==> src/rtl/fp_mac.sv <==
// fp_mac: binary32 multiply-accumulate, acc <= round(acc + round(In1*In2)).
// Product and sum are rounded separately (RNE); subnormal inputs and tiny
// results flush to signed zero. Define FP_MAC_SAT_EN to saturate overflow to
// the largest finite magnitude instead of producing infinity.
module fp_mac (
    input  logic        CLK,
    input  logic        rst,
    input  logic [31:0] In1,
    input  logic [31:0] In2,
    output logic [31:0] MacOut
);

    localparam logic [31:0] QNAN = 32'h7FC0_0000;

    // m: bit 26 = leading one, [25:3] fraction, [2] guard, [1] round, [0] sticky
    function automatic logic [31:0] round_pack(input logic sign,
                                               input logic signed [9:0] exp,
                                               input logic [26:0] m);
        logic              inc;
        logic [24:0]       r;
        logic signed [9:0] e;
        inc = m[2] & (m[1] | m[0] | m[3]);
        r   = {1'b0, m[26:3]} + {24'd0, inc};
        e   = exp;
        if (r[24]) e = e + 10'sd1;
        if (e >= 10'sd255) begin
`ifdef FP_MAC_SAT_EN
            round_pack = {sign, 31'h7F7F_FFFF};
`else
            round_pack = {sign, 8'hFF, 23'd0};
`endif
        end else if (e <= 10'sd0) begin
            round_pack = {sign, 31'd0};
        end else begin
            round_pack = {sign, e[7:0], r[22:0]};
        end
    endfunction

    function automatic logic [4:0] lzc27(input logic [26:0] v);
        lzc27 = 5'd27;
        for (int unsigned i = 0; i < 27; i++) begin
            if (v[i]) lzc27 = 5'(26 - i);
        end
    endfunction

    logic [31:0] acc;

    // Operand classification (exp==0 is treated as zero)
    logic z1, z2, i1, i2, n1, n2;
    assign z1 = (In1[30:23] == 8'd0);
    assign z2 = (In2[30:23] == 8'd0);
    assign i1 = (&In1[30:23]) & ~(|In1[22:0]);
    assign i2 = (&In2[30:23]) & ~(|In2[22:0]);
    assign n1 = (&In1[30:23]) & (|In1[22:0]);
    assign n2 = (&In2[30:23]) & (|In2[22:0]);

    logic              psign;
    logic [47:0]       prod;
    logic [26:0]       pm;
    logic signed [9:0] pexp;
    logic [31:0]       p;

    // Multiplier: product rounded to binary32 before accumulation
    always_comb begin
        psign = In1[31] ^ In2[31];
        prod  = {24'd0, 1'b1, In1[22:0]} * {24'd0, 1'b1, In2[22:0]};
        pexp  = $signed({2'b00, In1[30:23]}) + $signed({2'b00, In2[30:23]}) - 10'sd127;
        if (prod[47]) begin
            pm   = {prod[47:22], |prod[21:0]};
            pexp = pexp + 10'sd1;
        end else begin
            pm   = {prod[46:21], |prod[20:0]};
        end
        if (n1 | n2 | (i1 & z2) | (i2 & z1)) p = QNAN;
        else if (i1 | i2)                    p = {psign, 8'hFF, 23'd0};
        else if (z1 | z2)                    p = {psign, 31'd0};
        else                                 p = round_pack(psign, pexp, pm);
    end

    logic za, zb, ia, ib, na, nb;
    assign za = (acc[30:23] == 8'd0);
    assign zb = (p[30:23] == 8'd0);
    assign ia = (&acc[30:23]) & ~(|acc[22:0]);
    assign ib = (&p[30:23]) & ~(|p[22:0]);
    assign na = (&acc[30:23]) & (|acc[22:0]);
    assign nb = (&p[30:23]) & (|p[22:0]);

    logic [31:0]       op_big, op_small;
    logic [7:0]        d;
    logic [4:0]        dc, lz;
    logic [56:0]       wide;
    logic [26:0]       bm, al, am, diff;
    logic [27:0]       sum;
    logic signed [9:0] aexp;
    logic              cancel;
    logic [31:0]       nxt;

    // Adder: align smaller magnitude with sticky, add/subtract, normalise, round
    always_comb begin
        if (acc[30:0] >= p[30:0]) begin
            op_big   = acc;
            op_small = p;
        end else begin
            op_big   = p;
            op_small = acc;
        end
        d    = op_big[30:23] - op_small[30:23];
        // Shifts of 30 or more all land in the sticky bit, so the distance is capped
        dc   = (d > 8'd30) ? 5'd30 : d[4:0];
        wide = {1'b1, op_small[22:0], 3'b000, 30'd0} >> dc;
        al   = {wide[56:31], wide[30] | (|wide[29:0])};
        bm   = {1'b1, op_big[22:0], 3'b000};
        sum  = '0;
        diff = '0;
        lz   = '0;
        cancel = 1'b0;
        if (op_big[31] == op_small[31]) begin
            sum = {1'b0, bm} + {1'b0, al};
            if (sum[27]) begin
                am   = {sum[27:2], sum[1] | sum[0]};
                aexp = $signed({2'b00, op_big[30:23]}) + 10'sd1;
            end else begin
                am   = sum[26:0];
                aexp = $signed({2'b00, op_big[30:23]});
            end
        end else begin
            diff   = bm - al;
            cancel = (diff == 27'd0);
            lz     = lzc27(diff);
            am     = diff << lz;
            aexp   = $signed({2'b00, op_big[30:23]}) - $signed({5'd0, lz});
        end
        if (na | nb | (ia & ib & (acc[31] != p[31]))) nxt = QNAN;
        else if (ia)                                  nxt = {acc[31], 8'hFF, 23'd0};
        else if (ib)                                  nxt = {p[31], 8'hFF, 23'd0};
        else if (za & zb)                             nxt = {acc[31] & p[31], 31'd0};
        else if (za)                                  nxt = p;
        else if (zb)                                  nxt = acc;
        else if (cancel)                              nxt = '0;
        else                                          nxt = round_pack(op_big[31], aexp, am);
    end

    // Accumulator register; reset wins over accumulation
    always_ff @(posedge CLK) begin
        if (rst) acc <= '0;
        else     acc <= nxt;
    end

    assign MacOut = acc;

endmodule

==> config.mk <==
export PLATFORM = sky130hd
export DESIGN_NAME = fp_mac
export DESIGN_NICKNAME = d
export VERILOG_FILES = /design/src/rtl/fp_mac.sv
export SDC_FILE = /design/constraint.sdc
export NUM_CORES = 2
export LEC_CHECK = 0
export ABC_AREA = 1
export CORE_UTILIZATION = 45
export CTS_BUF_LIST = sky130_fd_sc_hd__clkbuf_8 sky130_fd_sc_hd__clkbuf_16
export CTS_CLUSTER_DIAMETER = 40
export DETAILED_ROUTE_END_ITERATION = 8
export GPL_ROUTABILITY_DRIVEN = 0
export PLACE_DENSITY_LB_ADDON = 0.15
export SLEW_MARGIN = 10
export SYNTH_ARGS = -nofsm -noshare
export SYNTH_HDL_FRONTEND = slang
export SYNTH_SLANG_ARGS = --single-unit
==> constraint.sdc <==
create_clock -name CLK -period 31.8 [get_ports CLK]
set_clock_uncertainty 0.2 [all_clocks]
set_input_delay 3.18 -clock CLK [delete_from_list [all_inputs] [get_ports CLK]]
set_output_delay 3.18 -clock CLK [all_outputs]
set_load 0.05 [all_outputs]
==> out/qor.yml <==
routing:
  drt_first_pass_iters: 9
  viasPerCell: 5.230
  ant_nets: 0
  drc: 0
  routed_wl_um: 114200
  wire_per_inst_um: 17.35
  vias: 34420
  first_iter_violations: 2978
critical_path:
  rr_startpoint: "MacOut[23]"
  critPathArrivalTime_ns: 26.10
  worstSetupEndpointType: "flop"
  slowest_stage: "nor2_1"
  cp_common_cell: "inv_1"
  crit_buf_inv: 25
  reg2reg_depth: 71
  cp-start-kind: "input pin"
  cp.required_ns: 31.80
  crit_family: "simple AND/OR/NAND/NOR gates"
  crit_fanout: 47
  path_depth: 122
  crit_start: "In1[14]"
  slowest_delay_ns: 0.72
  path_class: "in2reg"
cells_and_area:
  drive_above_1_share: 0.05179
  final_nets: 6373
  design_area_um2: 36990
  final_util: 0.4767
  fill_cells: 8337
  syn_to_final_growth_pct: 4.581
  n_antenna_cell: 0
  largest_reg_flops: 32
flow_run:
  drv_cap: 0
timing:
  fmax_mhz: 38.32
  rsz0062_at_grt: "no"
  hold_viol: 0
  fin_crit_sh: 0.8206
  setup_violations: 0
  tightest_slew_ns: 0.9928
  slew_viol_final: 0
  fin_ws_ns: 5.704
  fin_setup_tns_ns: 0
  relSlewSlack: 0.3311
  fin_crit_ns: 26.10
yosys:
  synth_nets: 6411
  synth_edf_count: 0
  synthTopCellsByArea: "fa_1 27%, nand2_1 18%, inv_1 14%, ha_1 9.9%, nand3_1 6.3%"
  syn_area_um2: 35370
  yosysSeqAreaShare: 0.01811
  ys_seq_elements: 32
  ys_warn_count: 0
  synth_cell_type_count: 73
  avgSynthCellArea_um2: 6.340
  synthFlopType: "dfxtp_1"
  yosysTopAreaCellShare: 0.2745
  synthArstFlopShare: 0
  yosysTopAreaCell: "fa_1"
  netlist_instances: 5579
placement:
  post-dp-hpwl_um: 91730
  io_buffers: 97
  place_area_um2: 36830
  dp_slack_ns: 5.788
clock_tree:
  htreeDepth: 2
  cts_tree: "yes"
  cts_buffers: 5
  root_buffer: "clkbuf_16"
  post_cts_buffers: 0
  ctsHoldBuffers: 0
  cts.sinks: 32
  cts_buffer_depth: 2
  clkLatencyLatePin_ns: 0.29
  clk_pin_slew_ns: 0.05
  post_cts_resized: 0
global_routing:
  grt_pass1_vias: 33600
  overflow: 0
  grt_pass1_wl_um: 183500
  grt_antenna_before_repair: 0
  grtUsageTotal: 0.2919
  grt_max_degree: 61
floorplan:
  die_area_um2: 79730
  start_util: 0.4559
  die_h_um: 282.4
  fp.coreArea_um2: 77590
  io_pins: 98
  rows: 102
  die_w_um: 282.4
min_path:
  hold_depth: 2
  worst_hold_startpoint: "MacOut[31]"
  hold_path.class: "reg2reg"
outcome:
  outcome: "completed"
==> cells by family (layout without fill, tap and decap cells) <==
group,count (synthesis),after routing,share of synthesized area
simple gates,2742,2742,0.3410
buf+inv,1536,1499,0.1764
fa+ha+maj,766,766,0.3739
compound gates,407,407,0.06682
xor+xnor,96,96,0.02377
flops,32,32,0.01811
==> tightest hold or removal path, cell delays in order, from the launching register on <==
cell and delay (ns):
dfxtp_1 0.34, inv_1 0.08, a2111oi_0 0.08
==> cells in the mapped netlist (10+ instances only) <==
library cell and count:
clkbuf_1 118, nand3b_1 10, buf_6 18, ha_1 281, fa_1 485, a21oi_2 14, nand2_2 64, nand2_1 1695
nand3_2 17, nor3_1 29, or2_2 11, o21ai_0 115, nor2_2 15, nand4_1 90, nor2_4 14, nor4_1 36
nand3_1 442, nand2_4 19, inv_1 1301, nor2_1 267, o21ai_1 19, buf_4 24, xnor2_1 19, inv_2 36
dfxtp_1 32, nand4_2 11, xor2_1 77, a211oi_1 11, o211ai_1 13, buf_8 10, o21bai_1 17, a21oi_1 171
==> layout make-up <==
cell class / instances / area, um2 / area share
Multi-Input combinational cell: 4011 / 28510 / 0.7706
Inverter: 1343 / 5046 / 0.1364
Timing Repair Buffer: 148 / 1334 / 0.03606
Tap cell: 1040 / 1301 / 0.03518
Sequential cell: 32 / 640.6 / 0.01732
Clock buffer: 5 / 125.1 / 0.003382
Clock inverter: 3 / 38.79 / 0.001049
==> metrics by stage <==
step                      hold WS (ns)  cells
after CTS                       0.3520   6582
after detailed placement        0.3444   6574
after global placement          0.3448   6574
after global routing            0.3978   6582
after floorplan                 0.5295   5579
final                           0.3609   6582
==> worst paths after layout <==
check,end,slack (ns)
worst max-delay path,MacOut[4],5.70
worst min-delay path,MacOut[31],0.36
worst max register to register,MacOut[4],18.03
worst min register to register,MacOut[31],0.36
==> metal layers <==
layer	global-route usage	up-vias	routed length, um
li1	-	16730	-
met1	0.4016	16260	50420
met2	0.4821	1246	52160
met3	0.04163	183	8878
met4	0.06722	0	2734
met5	0	-	0
==> cell usage in the layout, fill, tap and decap left out, drive strengths merged, types with 30 or more instances in the layout <==
cell type,count
xor2,77
nor3,30
ha,281
fa,485
nand3,462
a21oi,186
inv,1340
dfxtp,32
nor2,299
buf,55
nand2,1778
o21ai,142
nand4,101
clkdlybuf4s50,93
nor4,36
Power is not shown: default switching activity piles up to over one toggle a cycle in this logic, so the estimate is an artifact.
